File: src/rtl/tick_tock_detector_if.sv
// tick_tock_detector_if: audio line in, beat/tone status out.
//   audio_in       : square-wave audio line, asynchronous to the detector clock
//   tone_active    : a confirmed tone is present
//   tone_is_tock   : type of current/most recent tone (0 tick, 1 tock)
//   beat_pulse     : one-cycle strobe per tone confirmation
//   beat_interval  : cycles between the last two beat pulses (saturating)
//   interval_valid : beat_interval holds a real measurement
//   seq_error      : strobe with beat_pulse when the beat repeats the previous type
//   beat_count     : beats since reset, wrapping
// master = audio source / beat consumer, slave = detector.
interface tick_tock_detector_if;
  logic        audio_in;
  logic        tone_active;
  logic        tone_is_tock;
  logic        beat_pulse;
  logic [31:0] beat_interval;
  logic        interval_valid;
  logic        seq_error;
  logic [15:0] beat_count;

  modport master (
    output audio_in,
    input  tone_active, tone_is_tock, beat_pulse, beat_interval,
           interval_valid, seq_error, beat_count
  );

  modport slave (
    input  audio_in,
    output tone_active, tone_is_tock, beat_pulse, beat_interval,
           interval_valid, seq_error, beat_count
  );
endinterface

File: src/rtl/tick_tock_detector.sv
// tick_tock_detector: measures the period between rising edges of a square
// wave audio line and confirms tick / tock tones, emitting one beat event per
// confirmed tone with the tone type and the interval since the previous beat.
//   basys_clk : system clock
//   reset_n   : asynchronous active-low reset
//   bus       : audio input and beat/tone outputs (slave side)
// Latency: audio sampled at edge E0 -> sync E1 -> edge detect E2 -> outputs E3.
module tick_tock_detector #(
  parameter int TICK_PERIOD    = 62500,
  parameter int TOCK_PERIOD    = 125000,
  parameter int TOL            = 1250,
  parameter int LOCK_COUNT     = 4,
  parameter int SILENCE_CYCLES = 250000
) (
  input logic                 basys_clk,
  input logic                 reset_n,
  tick_tock_detector_if.slave bus
);
  localparam int PW = $clog2(SILENCE_CYCLES + 1);
  localparam int MW = $clog2(LOCK_COUNT + 1);
  localparam logic [PW-1:0] SIL_V   = PW'(SILENCE_CYCLES);
  localparam logic [MW-1:0] LOCK_V  = MW'(LOCK_COUNT);
  localparam logic [31:0]   TICK_LO = 32'(TICK_PERIOD - TOL);
  localparam logic [31:0]   TICK_HI = 32'(TICK_PERIOD + TOL);
  localparam logic [31:0]   TOCK_LO = 32'(TOCK_PERIOD - TOL);
  localparam logic [31:0]   TOCK_HI = 32'(TOCK_PERIOD + TOL);

  typedef enum logic [1:0] {IDLE, ACQUIRE, TONE} state_e;

  state_e          state_q, state_d;
  logic [2:0]      sync_q;
  logic            edge_q;
  logic [PW-1:0]   period_cnt_q, period_cnt_d;
  logic [MW-1:0]   match_q, match_d;
  logic            cand_q, cand_d;
  logic            tone_q, tone_d;
  logic            tock_q, tock_d;
  logic            beat_q, beat_d;
  logic            serr_q, serr_d;
  logic            have_beat_q;
  logic            valid_q, valid_d;
  logic [31:0]     interval_cnt_q, interval_cnt_d;
  logic [31:0]     beat_interval_q, beat_interval_d;
  logic [15:0]     beat_count_q;

  // Synchronizer (sync_q[1:0]) plus one delayed copy for the edge detect.
  always_ff @(posedge basys_clk or negedge reset_n) begin
    if (!reset_n) begin
      sync_q <= '0;
      edge_q <= 1'b0;
    end else begin
      sync_q <= {sync_q[1:0], bus.audio_in};
      edge_q <= sync_q[1] & ~sync_q[2];
    end
  end

  logic        at_sil, is_tick, is_tock, cls_ok, cls_tock;
  logic [31:0] per32;

  assign at_sil   = (period_cnt_q == SIL_V);
  assign per32    = 32'(period_cnt_q);
  assign is_tick  = (per32 >= TICK_LO) && (per32 <= TICK_HI);
  assign is_tock  = (per32 >= TOCK_LO) && (per32 <= TOCK_HI);
  assign cls_ok   = is_tick | is_tock;
  assign cls_tock = ~is_tick & is_tock;

  always_comb begin
    state_d         = state_q;
    match_d         = match_q;
    cand_d          = cand_q;
    tone_d          = tone_q;
    tock_d          = tock_q;
    beat_d          = 1'b0;
    serr_d          = 1'b0;
    period_cnt_d    = edge_q ? PW'(1) : (at_sil ? period_cnt_q : period_cnt_q + 1'b1);

    if (edge_q && (state_q == IDLE || at_sil)) begin
      // First edge of a burst (also when it coincides with the silence timeout).
      state_d = ACQUIRE;
      if (at_sil) begin
        match_d = '0;
        tone_d  = 1'b0;
      end
    end else if (at_sil) begin
      if (state_q != IDLE) begin
        state_d = IDLE;
        match_d = '0;
        tone_d  = 1'b0;
      end
    end else if (edge_q) begin
      if (!cls_ok)                 match_d = '0;
      else if (cls_tock == cand_q) match_d = (match_q == LOCK_V) ? match_q : match_q + 1'b1;
      else begin
        match_d = MW'(1);
        cand_d  = cls_tock;
      end
      unique case (state_q)
        ACQUIRE: if (match_d == LOCK_V) begin
          state_d = TONE;
          beat_d  = 1'b1;
          tone_d  = 1'b1;
          tock_d  = cand_d;
          // tock_q still holds the previous beat's type here.
          serr_d  = have_beat_q & (cand_d == tock_q);
        end
        TONE: if (!cls_ok || cls_tock != cand_q) begin
          state_d = ACQUIRE;
          tone_d  = 1'b0;
        end
        default: ;
      endcase
    end

    interval_cnt_d  = beat_d ? 32'd1 : ((&interval_cnt_q) ? interval_cnt_q : interval_cnt_q + 32'd1);
    beat_interval_d = beat_d ? interval_cnt_q : beat_interval_q;
    valid_d         = valid_q | (beat_d & have_beat_q);
  end

  always_ff @(posedge basys_clk or negedge reset_n) begin
    if (!reset_n) begin
      state_q         <= IDLE;
      period_cnt_q    <= '0;
      match_q         <= '0;
      cand_q          <= 1'b0;
      tone_q          <= 1'b0;
      tock_q          <= 1'b0;
      beat_q          <= 1'b0;
      serr_q          <= 1'b0;
      have_beat_q     <= 1'b0;
      valid_q         <= 1'b0;
      interval_cnt_q  <= '0;
      beat_interval_q <= '0;
      beat_count_q    <= '0;
    end else begin
      state_q         <= state_d;
      period_cnt_q    <= period_cnt_d;
      match_q         <= match_d;
      cand_q          <= cand_d;
      tone_q          <= tone_d;
      tock_q          <= tock_d;
      beat_q          <= beat_d;
      serr_q          <= serr_d;
      have_beat_q     <= have_beat_q | beat_d;
      valid_q         <= valid_d;
      interval_cnt_q  <= interval_cnt_d;
      beat_interval_q <= beat_interval_d;
      beat_count_q    <= beat_count_q + 16'(beat_d);
    end
  end

  assign bus.tone_active    = tone_q;
  assign bus.tone_is_tock   = tock_q;
  assign bus.beat_pulse     = beat_q;
  assign bus.beat_interval  = beat_interval_q;
  assign bus.interval_valid = valid_q;
  assign bus.seq_error      = serr_q;
  assign bus.beat_count     = beat_count_q;
endmodule

File: src/flat_wrapper.sv
// flat-port wrapper written by rule: the top's interface ports become plain ports
module tick_tock_detector_flat 
#(
  parameter int TICK_PERIOD    = 62500,
  parameter int TOCK_PERIOD    = 125000,
  parameter int TOL            = 1250,
  parameter int LOCK_COUNT     = 4,
  parameter int SILENCE_CYCLES = 250000
)
  (basys_clk, reset_n, bus_audio_in, bus_tone_active, bus_tone_is_tock, bus_beat_pulse, bus_beat_interval, bus_interval_valid, bus_seq_error, bus_beat_count);
  tick_tock_detector_if bus_i ();
  input logic basys_clk;
  input logic reset_n;
  input wire logic [$bits(bus_i.audio_in)-1:0] bus_audio_in;
  output wire logic [$bits(bus_i.tone_active)-1:0] bus_tone_active;
  output wire logic [$bits(bus_i.tone_is_tock)-1:0] bus_tone_is_tock;
  output wire logic [$bits(bus_i.beat_pulse)-1:0] bus_beat_pulse;
  output wire logic [$bits(bus_i.beat_interval)-1:0] bus_beat_interval;
  output wire logic [$bits(bus_i.interval_valid)-1:0] bus_interval_valid;
  output wire logic [$bits(bus_i.seq_error)-1:0] bus_seq_error;
  output wire logic [$bits(bus_i.beat_count)-1:0] bus_beat_count;
  assign bus_i.audio_in = bus_audio_in;
  assign bus_tone_active = bus_i.tone_active;
  assign bus_tone_is_tock = bus_i.tone_is_tock;
  assign bus_beat_pulse = bus_i.beat_pulse;
  assign bus_beat_interval = bus_i.beat_interval;
  assign bus_interval_valid = bus_i.interval_valid;
  assign bus_seq_error = bus_i.seq_error;
  assign bus_beat_count = bus_i.beat_count;
  tick_tock_detector #(.TICK_PERIOD(TICK_PERIOD), .TOCK_PERIOD(TOCK_PERIOD), .TOL(TOL), .LOCK_COUNT(LOCK_COUNT), .SILENCE_CYCLES(SILENCE_CYCLES)) u_core (.basys_clk(basys_clk), .reset_n(reset_n), .bus(bus_i));
endmodule
File: config.mk
export PLATFORM = sky130hd
export DESIGN_NAME = tick_tock_detector_flat
export DESIGN_NICKNAME = d
export VERILOG_FILES = /design/src/rtl/tick_tock_detector_if.sv /design/src/rtl/tick_tock_detector.sv /design/src/flat_wrapper.sv
export SDC_FILE = /design/constraint.sdc
export NUM_CORES = 1
export LEC_CHECK = 0
export BUFFER_PORTS_ARGS = -buffer_cell sky130_fd_sc_hd__buf_2
export CORE_UTILIZATION = 25
export DETAILED_ROUTE_END_ITERATION = 12
export PLACE_DENSITY = 0.45
export REMOVE_ABC_BUFFERS = 1
export SLEW_MARGIN = 30
export SYNTH_ARGS = -nofsm -noshare
export SYNTH_HDL_FRONTEND = slang
export SYNTH_SLANG_ARGS = --single-unit
File: constraint.sdc
create_clock -name basys_clk -period 4 [get_ports basys_clk]
set_clock_uncertainty 0.2 [all_clocks]
set_input_delay 0.2 -clock basys_clk [delete_from_list [all_inputs] [get_ports basys_clk]]
set_output_delay 0.2 -clock basys_clk [all_outputs]
set_load 0.05 [all_outputs]
; ---- After elaboration in Yosys (flattened, before gate mapping)
; Index checks and enable logic that the tools add are counted.
[totals]
ff_bits = 114
wordCells = 113
[op_classes]
add_sub_neg = 4
n_lt_le_gt_ge = 4
reduce_logical = 18
muxes = 45
n_bitwise = 11
eq_ne = 16
[ops]
columns = op, n
row1 = $mux 32, 2
row2 = $mux 18, 2
row3 = $mux 3, 11
row4 = $add 32x1->32 const B, 1
row5 = $reduce_and 32->1, 1
row6 = $mux 1, 22
row7 = $add 18x1->18 const B, 1
row8 = $eq 18x18->1 const B, 1
row9 = $ge 18x16->1 const B, 1
row10 = $ge 18x17->1 const B, 1
row11 = $le 18x16->1 const B, 1
row12 = $le 18x17->1 const B, 1
row13 = $add 16x1->16, 1
row14 = $mux 2, 6
row15 = $reduce_and 5->1, 2
row16 = $ne 4x1->1 const B, 2
row17 = $eq 3x3->1 const B, 2
row18 = $ne 2x1->1 const B, 3
row19 = $ne 3x1->1 const B, 2
row20 = $reduce_and 3->1, 2
row21 = $reduce_and 6->1, 1
row22 = $reduce_bool 3->1, 2
row23 = $and 1x1->1, 4
row24 = $not 1->1, 4
row25 = other kinds (15), 22

; ---- Longest topological paths before layout
[depth]
depth_word = 18
depth_mapped = 17
mapped_depth_nobuf = 14

; ---- Least setup slack after synthesis
; Ideal clock, no wire load.
[synth_timing]
path_kind = reg2reg
startpoint = register u_core.period_cnt_q[2]
endpoint = register u_core.beat_count_q[12] (netlist: u_core.bus.beat_count[12])
slack_ns = 0.588
stages_incl_launch_ff = 17
required_time_ns = 3.718
arrival_ns = 3.130
setup_ns = 0.082
cell_sequence = dfrtp_1 > buf_6 > o21a_1 > o211a_1 > o31ai_4 > nand4_2 > a21oi_2 > and3_1 > buf_6 > buf_6 > buf_6 > ha_1 > ha_1 > nand3_1 > or2_2 > nor2_1 > xor2_1
[synth_via]
elab_chain_len = 17
[synth_lines]
columns = item, line_no
row1 = from (decl), tick_tock_detector.sv:33  ; logic [PW-1:0] period_cnt_q, period_cnt_d;
row2 = from (signal assigned), tick_tock_detector.sv:136  ; period_cnt_q <= period_cnt_d;
row3 = $ge 18x16->1 or $le 18x16->1 (tied branches), tick_tock_detector.sv:62  ; assign is_tick = (per32 >= TICK_LO) && (per32 <= TICK_HI);
row4 = $logic_and 1x1->1, tick_tock_detector.sv:62
row5 = $not 1->1, tick_tock_detector.sv:65  ; assign cls_tock = ~is_tick & is_tock;
row6 = $and 1x1->1, tick_tock_detector.sv:65
row7 = $eq 1x1->1, tick_tock_detector.sv:92  ; else if (cls_tock == cand_q) match_d = (match_q == LOCK_V) ? match_q : match_q + 1'b1;
row8 = $mux 3, tick_tock_detector.sv:92
row9 = $mux 3, tick_tock_detector.sv:91  ; if (!cls_ok) match_d = '0;
row10 = $mux 3, tick_tock_detector.sv:90  ; end else if (edge_q) begin
row11 = [2 not listed], n/a
row12 = $eq 3x3->1, tick_tock_detector.sv:98  ; ACQUIRE: if (match_d == LOCK_V) begin
row13 = $mux 1, tick_tock_detector.sv:98
row14 = $mux 1, tick_tock_detector.sv:97  ; unique case (state_q)
row15 = $mux 1, tick_tock_detector.sv:90
row16 = $mux 1, tick_tock_detector.sv:84  ; end else if (at_sil) begin
row17 = $mux 1 (*), tick_tock_detector.sv:77  ; if (edge_q && (state_q == IDLE || at_sil)) begin
row18 = net u_core.beat_d, tick_tock_detector.sv:38  ; logic beat_q, beat_d;
row19 = $add 16x1->16 (*), tick_tock_detector.sv:147  ; beat_count_q <= beat_count_q + 16'(beat_d);
row20 = to (signal assigned), tick_tock_detector.sv:147
row21 = to (decl), tick_tock_detector.sv:44  ; logic [15:0] beat_count_q;
; Mark *: on every way through the listed nets, which the timed path passes. The rest lies on a longest branch. The select of a mux whose other input is x is not followed.
; A chain may end at the register's enable or synchronous reset.

; ---- Worst setup path in the final report
[layout_timing]
startpoint = register u_core.period_cnt_q[5]
endpoint = register u_core.beat_count_q[12] (netlist: u_core.bus.beat_count[12])
[layout_via]
elab_chain_len = 17
[layout_lines]
columns = item, line_no
row1 = $ge 18x16->1 or $le 18x16->1 (tied branches), tick_tock_detector.sv:62
row2 = $logic_and 1x1->1, tick_tock_detector.sv:62
row3 = $not 1->1, tick_tock_detector.sv:65
row4 = $and 1x1->1, tick_tock_detector.sv:65
row5 = $eq 1x1->1, tick_tock_detector.sv:92
row6 = $mux 3, tick_tock_detector.sv:92
row7 = $mux 3, tick_tock_detector.sv:91
row8 = $mux 3, tick_tock_detector.sv:90
row9 = $mux 3, tick_tock_detector.sv:84
row10 = $mux 3, tick_tock_detector.sv:77
row11 = $eq 3x3->1, tick_tock_detector.sv:98
row12 = $mux 1, tick_tock_detector.sv:98
row13 = $mux 1, tick_tock_detector.sv:97
row14 = $mux 1, tick_tock_detector.sv:90
row15 = $mux 1, tick_tock_detector.sv:84
row16 = $mux 1 (*), tick_tock_detector.sv:77
row17 = $add 16x1->16 (*), tick_tock_detector.sv:147
; Every way passes the cells marked *; elsewhere a longest branch is shown, timed or not. The select of a mux whose other input is x is not followed.

==> results.json <==
{
  "cts_max_path_buffers": 2,
  "fin_nets": 570,
  "fmax_ghz": 0.2950,
  "antenna_found_initial": 0,
  "crit_family": "simple AND/OR/NAND/NOR gates",
  "grt-ovfl-total": 0,
  "run_status": "completed",
  "cpMostUsedCell": "ha_1",
  "ir_drop_v": 0.0002836,
  "track_usage_pct": 10.71,
  "regToRegSetupSlack_ps": 610,
  "worstPathCellList": "nand2_1 > o21ba_2 > o31ai_1 > nand4_2 > a21oi_2 > and3_4 > ha_1 > ha_1 > nand3_1 > or2_2 > nor2_1 > xor2_1",
  "die_area_um2": 23040,
  "maxSlewHeadroom_pct": 48.53,
  "r2r_end": "u_core.bus.beat_count[12]$_DFF_PN0_",
  "grt_max_degree": 70,
  "first_pass_iters": 4,
  "synthCells": 499,
  "num_vias": 3810,
  "startpoint_type": "flop",
  "rows": 54,
  "drv_cap": 0,
  "synth.distinct_cells": 59,
  "via_per_inst": 4.493,
  "rsz0062_at_grt": "no",
  "post-synth-top-area-cell": "dfrtp_1",
  "tightest_slew_ps": 772.1,
  "r2r_start": "u_core.period_cnt_q[5]$_DFFE_PN0P_",
  "min_path_type": "reg2reg",
  "avgSynthCellArea_um2": 11.24,
  "leakagePower_nw": 3.240,
  "path_class": "reg2reg",
  "dieHeight_um": 151.8,
  "core_area_um2": 21890,
  "cts_made_buffers": 17,
  "postLayoutCoreUtil_pct": 30.76,
  "post_dp_cell_area_um2": 6082,
  "fillers": 2270,
  "numClockSinks": 114,
  "crit_buf_inv": 0,
  "final.setup.tns_ps": 0,
  "clockRootBuffer": "clkbuf_16",
  "hpwl_um": 7656,
  "crit_fanout": 9,
  "synthArstFlopShare_pct": 100.0,
  "power_mw": 3.121,
  "drt_iter0_markers": 164,
  "slowest_stage": "dfrtp_1",
  "clock_latency_ps": 420,
  "finalSetupViolations": 0,
  "synth-seq-cells": 114,
  "drc": 0,
  "grt_pass1_vias": 3843,
  "io_buffers": 55,
  "synth_ff_type": "dfrtp_1",
  "setup_ws_ps": 609.9,
  "htreeDepth": 4,
  "hp-start": "u_core.sync_q[0]$_DFF_PN0_",
  "hold_viol": 0,
  "hold_path_depth": 0,
  "fin_crit_sh_pct": 84.75,
  "yosys-top-cells-area": "dfrtp_1, mux2_4, xor2_1, nor2_1, xnor2_1",
  "routed_wl_um": 11540,
  "ios": 56,
  "crit_required_ps": 4140,
  "synth.cell_area_um2": 5610,
  "initial_core_util_pct": 25.63,
  "antenna_cells": 0,
  "gp_congestion": 0.8588,
  "cts_tree": "built",
  "final_area_um2": 6733,
  "synth_edf_count": 0,
  "cp_data_arrival_time_ps": 3530,
  "ant_nets": 0,
  "finalCriticalPeriod_ps": 3390,
  "dpl_worst_slack_ps": 602.1,
  "grt_pass1_wl_um": 19820,
  "final_cell_mix": "dfrtp_1, nor2_1, buf_2",
  "drive_gt1_share_pct": 23.77,
  "reg2regPathDepth": 12,
  "die_w_um": 151.8,
  "synth_top_area_share_pct": 50.85,
  "area_delta_synth_final_pct": 20.00,
  "slowest_delay_ps": 470,
  "routedWlPerCell_um": 13.61,
  "slew_violations": 0,
  "yosysWarningCount": 0,
  "synth_seq_area_share_pct": 50.85,
  "end_kind": "flop",
  "power_density_nw_per_um2": 463.6,
  "postCtsSetupRepairBufs": 0,
  "layout_commonest_cell": "dfrtp_1",
  "clk_pin_slew_ps": 50,
  "hold_path_end": "u_core.sync_q[1]$_DFF_PN0_"
}
cell type report:
type | count | area (um^2) | share of cell area (%)
sequential | 114 | 2853 | 42.37
tap | 280 | 350.3 | 5.203
timing repair buffer | 60 | 336.6 | 4.999
multi-input combinational | 353 | 2529 | 37.56
inverter | 10 | 37.54 | 0.5575
clock buffer | 21 | 470.5 | 6.988
clock inverter | 10 | 156.4 | 2.323
timing repair:
item                                   in CTS  in global routing
hold buffers                                2                  0
resized for setup                           0                  0
endpoints found under the hold margin      58                  0
registers in the layout, summed over array words and instances, names as in the netlist:
name / cells
u_core.bus.seq_error: 1
u_core.match_q: 3
u_core.period_cnt_q: 18
u_core.bus.interval_valid: 1
u_core.bus.beat_count: 16
u_core.bus.beat_interval: 32
u_core.cand_q: 1
u_core.edge_q: 1
u_core.sync_q: 3
u_core.bus.tone_active: 1
u_core.interval_cnt_q: 32
u_core.bus.tone_is_tock: 1
u_core.have_beat_q: 1
u_core.bus.beat_pulse: 1
u_core.state_q: 2
metal layers:
layer | track usage (%) | part of all wire [%] | up-vias | wire (um)
li1 | - | - | 1838 | -
met1 | 14.86 | 51 | 1868 | 5938
met2 | 14.94 | 42 | 80 | 4833
met3 | 2.995 | 4.4 | 24 | 503
met4 | 5.810 | 2.3 | 0 | 265
met5 | 0 | 0 | - | 0
how the worst max path moves through the flow:
| stage | start | to | cells past startpoint |
|---|---|---|---|
| final | u_core.period_cnt_q[5]$_DFFE_PN0P_ | u_core.bus.beat_count[12]$_DFF_PN0_ | 12 |
| after global routing | u_core.period_cnt_q[3]$_DFFE_PN0P_ | u_core.bus.beat_count[14]$_DFF_PN0_ | 12 |
| after floorplan | u_core.period_cnt_q[2]$_DFFE_PN0P_ | u_core.bus.beat_count[12]$_DFF_PN0_ | 12 |
| after CTS | u_core.period_cnt_q[3]$_DFFE_PN0P_ | u_core.bus.beat_interval[1]$_DFFE_PN0N_ | 8 |
| after detailed placement | u_core.period_cnt_q[3]$_DFFE_PN0P_ | u_core.bus.beat_interval[1]$_DFFE_PN0N_ | 8 |
| after global placement | u_core.period_cnt_q[4]$_DFFE_PN0P_ | u_core.bus.beat_interval[1]$_DFFE_PN0N_ | 8 |
synthesized netlist by cell type (2+ instances only):
master	instances
dfrtp_1	114
nor2_1	56
nand2_1	42
xor2_1	36
mux2_4	31
nand3_1	28
xnor2_1	24
and3_1	14
a21oi_1	12
nand4_1	12
nor3_1	12
ha_1	11
inv_1	10
o21ai_0	8
and4_1	6
buf_6	6
and2_1	5
clkbuf_1	5
buf_4	4
nor2b_1	4
or3_1	4
buf_12	3
buf_2	3
mux2_2	3
nor3b_1	3
or2_2	3
a211oi_1	2
a21oi_2	2
a31oi_1	2
nand2b_1	2
nand4_2	2
o21a_1	2
o31ai_1	2
through the flow:
step	std cells	hold WS, ps
after global routing	848	165.5
final	848	146.2
after global placement	815	108.9
after detailed placement	815	109.3
after CTS	848	148.4
after floorplan	477	-295.6
power breakdown:
group	switching, mW	total (mW)	internal [mW]
combinational	0.160	0.262	0.102
sequential	0.0504	1.24	1.19
clock	0.538	1.62	1.08
total	0.748	3.12	2.37
logic make-up (layout without fill, tap and decap cells):
family,after synthesis,count (layout),share of synthesized area [%]
and+or+nand+nor,203,203,18.40
xor gates and xnor gates,60,60,9.367
AOI/OAI and AO/OA,44,44,5.687
adders and majority gates,12,12,2.632
buffers and inverters,32,101,4.170
muxes,34,34,8.898
DFF,114,114,50.85
No activity file was read; power rests on OpenSTA's default activity.
